[src/rtl/fpga_stream_arbiter_if.sv]
// Port bundle for fpga_stream_arbiter: Avalon-MM CSR slave, two AXI4-Stream
// requesters (s0, s1) and the single AXI4-Stream sink port (m).
interface fpga_stream_arbiter_if #(
  parameter int DATA_W = 8
);
  logic [1:0]        avs_address;
  logic              avs_chipselect;
  logic              avs_write_n;
  logic [31:0]       avs_writedata;
  logic [31:0]       avs_readdata;
  logic [DATA_W-1:0] s0_tdata;
  logic              s0_tvalid;
  logic              s0_tlast;
  logic              s0_tready;
  logic [DATA_W-1:0] s1_tdata;
  logic              s1_tvalid;
  logic              s1_tlast;
  logic              s1_tready;
  logic [DATA_W-1:0] m_tdata;
  logic              m_tvalid;
  logic              m_tlast;
  logic              m_tready;

  modport slave (
    input  avs_address, avs_chipselect, avs_write_n, avs_writedata,
    output avs_readdata,
    input  s0_tdata, s0_tvalid, s0_tlast,
    output s0_tready,
    input  s1_tdata, s1_tvalid, s1_tlast,
    output s1_tready,
    output m_tdata, m_tvalid, m_tlast,
    input  m_tready
  );

  modport master (
    output avs_address, avs_chipselect, avs_write_n, avs_writedata,
    input  avs_readdata,
    output s0_tdata, s0_tvalid, s0_tlast,
    input  s0_tready,
    output s1_tdata, s1_tvalid, s1_tlast,
    input  s1_tready,
    input  m_tdata, m_tvalid, m_tlast,
    output m_tready
  );
endinterface

[src/rtl/fpga_stream_arbiter.sv]
// Packet-granular two-requester AXI4-Stream arbiter feeding the FPGA data sink,
// with an Avalon-MM CSR for mode/enable control and per-port beat/packet counters.
module fpga_stream_arbiter #(
  parameter int DATA_W    = 8,
  parameter int MAX_BEATS = 4096,
  parameter int CNT_W     = 16
) (
  input  logic                 clk,
  input  logic                 reset_n,
  fpga_stream_arbiter_if.slave bus
);
  typedef enum logic [1:0] {
    IDLE = 2'd0,
    G0   = 2'd1,
    G1   = 2'd2
  } state_t;

  localparam int               BIP_W     = 14;
  localparam logic [BIP_W-1:0] LAST_BEAT = BIP_W'(MAX_BEATS - 1);
  localparam logic [BIP_W-1:0] BIP_ONE   = BIP_W'(1);
  localparam logic [CNT_W-1:0] CNT_ONE   = CNT_W'(1);

  state_t           state_r, state_next_s;
  logic             ctrl_en_r, ctrl_mode_r, last_served_r, owner_r, err_r;
  logic [BIP_W-1:0] beat_in_pkt_r;
  logic [CNT_W-1:0] beat0_r, beat1_r, pkt0_r, pkt1_r;
  logic             ctrl_wr_s, clr_s, at_max_s, xfer_s, src_last_s;
  logic             pkt_end_s, forced_s, grant_s, grant_port_s;
  logic             unused_wdata_s;

  assign ctrl_wr_s      = bus.avs_chipselect & ~bus.avs_write_n & (bus.avs_address == 2'd0);
  assign clr_s          = ctrl_wr_s & bus.avs_writedata[31];
  assign at_max_s       = (beat_in_pkt_r == LAST_BEAT);
  assign pkt_end_s      = xfer_s & (src_last_s | at_max_s);
  assign forced_s       = xfer_s & at_max_s & ~src_last_s;
  assign grant_s        = (state_r == IDLE) & (state_next_s != IDLE);
  assign unused_wdata_s = ^bus.avs_writedata[30:2];

  // Grant decision while idle; zero-latency routing from the owner while granted.
  always_comb begin
    state_next_s  = state_r;
    grant_port_s  = 1'b0;
    xfer_s        = 1'b0;
    src_last_s    = 1'b0;
    bus.m_tdata   = '0;
    bus.m_tvalid  = 1'b0;
    bus.m_tlast   = 1'b0;
    bus.s0_tready = 1'b0;
    bus.s1_tready = 1'b0;
    case (state_r)
      IDLE: begin
        if (ctrl_en_r && (bus.s0_tvalid || bus.s1_tvalid)) begin
          if (ctrl_mode_r || !(bus.s0_tvalid && bus.s1_tvalid)) begin
            grant_port_s = ~bus.s0_tvalid;
          end else begin
            grant_port_s = ~last_served_r;
          end
          state_next_s = grant_port_s ? G1 : G0;
        end else begin
          state_next_s = IDLE;
        end
      end
      G0: begin
        bus.m_tdata   = bus.s0_tdata;
        bus.m_tvalid  = bus.s0_tvalid;
        bus.m_tlast   = bus.s0_tlast | at_max_s;
        bus.s0_tready = bus.m_tready;
        xfer_s        = bus.s0_tvalid & bus.m_tready;
        src_last_s    = bus.s0_tlast;
        state_next_s  = (xfer_s && (bus.s0_tlast || at_max_s)) ? IDLE : G0;
      end
      G1: begin
        bus.m_tdata   = bus.s1_tdata;
        bus.m_tvalid  = bus.s1_tvalid;
        bus.m_tlast   = bus.s1_tlast | at_max_s;
        bus.s1_tready = bus.m_tready;
        xfer_s        = bus.s1_tvalid & bus.m_tready;
        src_last_s    = bus.s1_tlast;
        state_next_s  = (xfer_s && (bus.s1_tlast || at_max_s)) ? IDLE : G1;
      end
      default: begin
        state_next_s = IDLE;
      end
    endcase
  end

  // FSM state, grant owner, round-robin history and position within the packet.
  always_ff @(posedge clk or negedge reset_n) begin
    if (!reset_n) begin
      state_r       <= IDLE;
      last_served_r <= 1'b1;
      owner_r       <= 1'b0;
      beat_in_pkt_r <= '0;
    end else begin
      state_r <= state_next_s;
      if (grant_s) begin
        owner_r <= grant_port_s;
      end
      if (pkt_end_s) begin
        last_served_r <= owner_r;
        beat_in_pkt_r <= '0;
      end else if (xfer_s) begin
        beat_in_pkt_r <= beat_in_pkt_r + BIP_ONE;
      end
    end
  end

  // CTRL register and sticky forced-end flag; CLR itself is never stored.
  always_ff @(posedge clk or negedge reset_n) begin
    if (!reset_n) begin
      ctrl_en_r   <= 1'b0;
      ctrl_mode_r <= 1'b0;
      err_r       <= 1'b0;
    end else begin
      if (ctrl_wr_s) begin
        ctrl_en_r   <= bus.avs_writedata[0];
        ctrl_mode_r <= bus.avs_writedata[1];
      end
      if (clr_s) begin
        err_r <= 1'b0;
      end else if (forced_s) begin
        err_r <= 1'b1;
      end
    end
  end

  // Per-port beat and packet counters; a clear overrides a coincident increment.
  always_ff @(posedge clk or negedge reset_n) begin
    if (!reset_n) begin
      beat0_r <= '0;
      beat1_r <= '0;
      pkt0_r  <= '0;
      pkt1_r  <= '0;
    end else if (clr_s) begin
      beat0_r <= '0;
      beat1_r <= '0;
      pkt0_r  <= '0;
      pkt1_r  <= '0;
    end else begin
      if (xfer_s && !owner_r) beat0_r <= beat0_r + CNT_ONE;
      if (xfer_s && owner_r)  beat1_r <= beat1_r + CNT_ONE;
      if (pkt_end_s && !owner_r) pkt0_r <= pkt0_r + CNT_ONE;
      if (pkt_end_s && owner_r)  pkt1_r <= pkt1_r + CNT_ONE;
    end
  end

  // Zero-wait-state CSR read decode.
  always_comb begin
    bus.avs_readdata = '0;
    case (bus.avs_address)
      2'd0:    bus.avs_readdata = {30'd0, ctrl_mode_r, ctrl_en_r};
      2'd1:    bus.avs_readdata = {2'd0, beat_in_pkt_r, 13'd0, err_r, owner_r, (state_r != IDLE)};
      2'd2:    bus.avs_readdata = {pkt0_r, beat0_r};
      2'd3:    bus.avs_readdata = {pkt1_r, beat1_r};
      default: bus.avs_readdata = '0;
    endcase
  end
endmodule

[src/flat_wrapper.sv]
// flat-port wrapper written by rule: the top's interface ports become plain ports
module fpga_stream_arbiter_flat 
#(
  parameter int DATA_W    = 8,
  parameter int MAX_BEATS = 4096,
  parameter int CNT_W     = 16
)
  (clk, reset_n, bus_avs_address, bus_avs_chipselect, bus_avs_write_n, bus_avs_writedata, bus_avs_readdata, bus_s0_tdata, bus_s0_tvalid, bus_s0_tlast, bus_s0_tready, bus_s1_tdata, bus_s1_tvalid, bus_s1_tlast, bus_s1_tready, bus_m_tdata, bus_m_tvalid, bus_m_tlast, bus_m_tready);
  fpga_stream_arbiter_if #(.DATA_W(DATA_W)) bus_i ();
  input  logic clk;
  input  logic reset_n;
  input wire logic [$bits(bus_i.avs_address)-1:0] bus_avs_address;
  input wire logic [$bits(bus_i.avs_chipselect)-1:0] bus_avs_chipselect;
  input wire logic [$bits(bus_i.avs_write_n)-1:0] bus_avs_write_n;
  input wire logic [$bits(bus_i.avs_writedata)-1:0] bus_avs_writedata;
  output wire logic [$bits(bus_i.avs_readdata)-1:0] bus_avs_readdata;
  input wire logic [$bits(bus_i.s0_tdata)-1:0] bus_s0_tdata;
  input wire logic [$bits(bus_i.s0_tvalid)-1:0] bus_s0_tvalid;
  input wire logic [$bits(bus_i.s0_tlast)-1:0] bus_s0_tlast;
  output wire logic [$bits(bus_i.s0_tready)-1:0] bus_s0_tready;
  input wire logic [$bits(bus_i.s1_tdata)-1:0] bus_s1_tdata;
  input wire logic [$bits(bus_i.s1_tvalid)-1:0] bus_s1_tvalid;
  input wire logic [$bits(bus_i.s1_tlast)-1:0] bus_s1_tlast;
  output wire logic [$bits(bus_i.s1_tready)-1:0] bus_s1_tready;
  output wire logic [$bits(bus_i.m_tdata)-1:0] bus_m_tdata;
  output wire logic [$bits(bus_i.m_tvalid)-1:0] bus_m_tvalid;
  output wire logic [$bits(bus_i.m_tlast)-1:0] bus_m_tlast;
  input wire logic [$bits(bus_i.m_tready)-1:0] bus_m_tready;
  assign bus_i.avs_address = bus_avs_address;
  assign bus_i.avs_chipselect = bus_avs_chipselect;
  assign bus_i.avs_write_n = bus_avs_write_n;
  assign bus_i.avs_writedata = bus_avs_writedata;
  assign bus_avs_readdata = bus_i.avs_readdata;
  assign bus_i.s0_tdata = bus_s0_tdata;
  assign bus_i.s0_tvalid = bus_s0_tvalid;
  assign bus_i.s0_tlast = bus_s0_tlast;
  assign bus_s0_tready = bus_i.s0_tready;
  assign bus_i.s1_tdata = bus_s1_tdata;
  assign bus_i.s1_tvalid = bus_s1_tvalid;
  assign bus_i.s1_tlast = bus_s1_tlast;
  assign bus_s1_tready = bus_i.s1_tready;
  assign bus_m_tdata = bus_i.m_tdata;
  assign bus_m_tvalid = bus_i.m_tvalid;
  assign bus_m_tlast = bus_i.m_tlast;
  assign bus_i.m_tready = bus_m_tready;
  fpga_stream_arbiter #(.DATA_W(DATA_W), .MAX_BEATS(MAX_BEATS), .CNT_W(CNT_W)) u_core (.clk(clk), .reset_n(reset_n), .bus(bus_i));
endmodule
[config.mk]
export PLATFORM = sky130hd
export DESIGN_NAME = fpga_stream_arbiter_flat
export DESIGN_NICKNAME = d
export VERILOG_FILES = /design/src/rtl/fpga_stream_arbiter_if.sv /design/src/rtl/fpga_stream_arbiter.sv /design/src/flat_wrapper.sv
export SDC_FILE = /design/constraint.sdc
export NUM_CORES = 1
export LEC_CHECK = 0
export ABC_AREA = 0
export CORE_ASPECT_RATIO = 2
export CORE_MARGIN = 5
export CORE_UTILIZATION = 49
export CTS_BUF_LIST = sky130_fd_sc_hd__clkbuf_8
export CTS_CLUSTER_DIAMETER = 80
export DETAILED_ROUTE_END_ITERATION = 7
export PLACE_DENSITY = 0.79
export SLEW_MARGIN = 10
export SYNTH_ARGS = -nofsm -noshare
export SYNTH_HDL_FRONTEND = slang
export SYNTH_SLANG_ARGS = --single-unit
[constraint.sdc]
create_clock -name clk -period 2.03 [get_ports clk]
set_clock_uncertainty 0.05 [all_clocks]
set_input_delay 0.3045 -clock clk [delete_from_list [all_inputs] [get_ports clk]]
set_output_delay 0.3045 -clock clk [all_outputs]
set_load 0.01 [all_outputs]
==> impl_metrics.ini <==
[cells_and_area]
synthToLayoutAreaGrowth_pct = 51.45
final_cell_mix = 93 x buf_4, 79 x dfrtp_1, 54 x nor2_1
final_nets = 832
layout_commonest_cell = buf_4
final_area_um2 = 8228
layout-drive-gt1-share_pct = 37.84

[worst_setup_path]
end_kind = register
path_max_fanout = 6
r2r_setup_slack_ps = -330
cp.arrival_ps = 2630
start_kind = register
required_ps = 2300
crit_type = reg -> reg

[run_status]
violations = setup timing
status = finished with violations

[yosys]
async_flop_share_pct = 100.0
synth_edf_count = 0
syn-num-nets = 653
ys_seq_area_share_pct = 39.18
ys_seq_elements = 85
synthCells = 585
synth_area_um2 = 5433
synth_ff_type = dfrtp_1
avgSynthCellArea_um2 = 9.287
ys_types = 53
yosys_warnings = 0

[power]
p_clk_share_pct = 18.5
total_leakage_power_nw = 3.732
power.density_nw_per_um2 = 782.8
switchingPower_w = 0.002530
p_int_w = 0.003911
p_sw_share_pct = 39.28
peakVddDrop_mv = 0.7411
power_frac_comb_pct = 51.3
pwr-share-seq_pct = 30.2

[floorplanning]
rows = 54
start_util_pct = 49.94
ios = 103
fp.dieW_um = 84.46
chipHeight_um = 158.9
dieArea_um2 = 13420
coreArea_um2 = 10880

[sta]
final.period_utilization_pct = 116.2
tightest_slew_ps = 657.1
hold_viol_final = 0
maxSlewViolCount = 0
fin_ws_ps = -329.5
rsz0062_at_grt = yes
hold_slack_ps = 277.0
relSlewSlack_pct = 56.07
fmax_ghz = 0.4238
setup_violations = 65
fin_crit_ps = 2360

[detailed_routing]
via_count = 6071
wl_per_cell_um = 24.94
drt_iter0_drc = 692
via_per_inst = 6.671
drt-total-wl_um = 22700
antenna_left = 0
dr.pass1.iters = 6
drc_errors = 0

[global_routing]
grtUsageMet3_pct = 4.772
gr-usage-met2_pct = 51.08
first_global_vias = 5947
antenna_found_initial = 1
grt_pass1_wl_um = 30930
track_usage_pct = 28.89
grt_busiest_layer = met2
grt_remaining_overflow = 0
grt_start_max_net_pins = 54
grt_use_met1_pct = 30.33

[clock_tree]
cts-root-buf = clkbuf_8
cts_tree = done
cts_buffers = 9
clock_latency_ps = 380
clk_path_buf_depth = 2
clkTransAtPathRegs_ps = 110
cts_max_level = 3
numClockSinks = 85

[place]
postPlaceCellArea_um2 = 6802
hpwl_um = 12740
place_congestion = 0.9306
portBuffers = 73

[run]
max_cap_viol_count = 0

[min_path]
hold_class = in -> async
## final cells by class
cell class	count	area [µm²]
Inverter	10	37.54
Clock inverter	6	46.29
Timing Repair Buffer	201	1874
Tap cell	140	175.2
Antenna cell	1	2.502
Multi-Input combinational cell	457	3820
Fill cell	657	2650
Sequential cell	85	2135
Clock buffer	10	137.6
## cells by family after synthesis
logic type / share of synthesized area, %
simple gates: 24.87
compound gates: 16.26
flops: 39.18
buf+inv: 4.053
xor+xnor: 6.287
mux: 7.278
fa+ha+maj: 2.073
## what timing repair did
action                     in CTS  in global routing
gates cloned                    5                  0
hold buffers                    1                  0
setup endpoints to repair     113                 97
hold endpoints to repair       17                  0
resized for setup             154                118
pin swaps                      46                 50
buffers inserted               19                 30
## flip-flops by register name (all words and copies together) (netlist names)
| name | flops |
|---|---|
| u_core.pkt1_r | 16 |
| u_core.ctrl_mode_r | 1 |
| u_core.state_r | 2 |
| u_core.last_served_r | 1 |
| u_core.beat0_r | 16 |
| u_core.beat1_r | 16 |
| u_core.pkt0_r | 16 |
| u_core.err_r | 1 |
| u_core.owner_r | 1 |
| u_core.beat_in_pkt_r | 14 |
| u_core.ctrl_en_r | 1 |
## per-layer routing
| metal | vias up | share of wire [%] |
|---|---|---|
| met1 | 2938 | 32 |
| met5 | - | 0 |
| met2 | 449 | 51 |
| met3 | 157 | 7.9 |
| li1 | 2527 | - |
| met4 | 0 | 8.9 |
## per-stage QoR
step	TNS (ps)	util [%]	instances	total power, W	worst slack [ps]
finish	-9146	75.64	910	0.006441	-329.5
global route	-12900	75.64	910	0.006643	-381.2
CTS	-4465	68.92	884	0.005727	-247.9
detailed placement	-38040	62.53	845	0.004043	-582.7
global placement	-34220	62.53	845	0.003998	-538.3
floorplan	-129.8	-	585	0.003025	-54.78
## critical path, stage by stage, from the launching register on
cell	delay [ps]
dfrtp_1	400
ha_2	210
nand2_2	70
buf_4	170
nor4b_4	350
buf_4	200
a211oi_4	110
or4_1	550
a21oi_2	180
## path summary, 6_finish.rpt
check,from,to,depth (start not counted)
worst max-delay path,u_core.beat_in_pkt_r[0],u_core.pkt0_r[8],8
max in group asynchronous,reset_n,u_core.last_served_r,3
worst min-delay path,reset_n,u_core.pkt0_r[7],2
worst min register to register,u_core.beat0_r[15],u_core.beat0_r[15],2
worst max register to register,u_core.beat_in_pkt_r[0],u_core.pkt0_r[8],8
min in group clk,u_core.beat0_r[15],u_core.beat0_r[15],2
## synthesized netlist by cell type, types with 3 or more instances
cell / number / area [µm²]
mux2_2: 16 / 180.2
o311ai_1: 3 / 26.28
o41ai_1: 10 / 87.58
and2_1: 9 / 56.30
and4_1: 9 / 78.83
a21oi_1: 23 / 115.1
ha_1: 9 / 112.6
xnor2_1: 23 / 201.4
o31ai_1: 11 / 82.58
buf_2: 5 / 25.02
nor2b_1: 24 / 150.1
and3_1: 10 / 62.56
xor2_1: 16 / 140.1
nor3_1: 10 / 50.05
a22o_1: 17 / 148.9
nand4_1: 19 / 118.9
nand2_1: 45 / 168.9
nand2b_1: 15 / 93.84
o21ai_0: 17 / 85.08
a41o_1: 4 / 40.04
nor4_1: 4 / 25.02
buf_6: 6 / 67.56
clkbuf_1: 22 / 82.58
or3_1: 5 / 31.28
a22oi_1: 11 / 82.58
dfrtp_1: 84 / 2102
a31oi_1: 6 / 37.54
o311ai_0: 7 / 61.31
inv_1: 10 / 37.54
nand3_1: 24 / 120.1
nor2_1: 59 / 221.5
mux2i_1: 17 / 170.2
or4_1: 9 / 67.56
## power groups by stage
stage / registers, W / clock network [W] / logic (W)
floorplan: 0.00196 / 0 / 0.00107
global route: 0.00196 / 0.00125 / 0.00344
detailed placement: 0.00196 / 0 / 0.00209
finish: 0.00195 / 0.00119 / 0.00331
global placement: 0.00195 / 0 / 0.00205
CTS: 0.00192 / 0.00117 / 0.00264
Note: power is estimated with default switching activity, not from simulation.
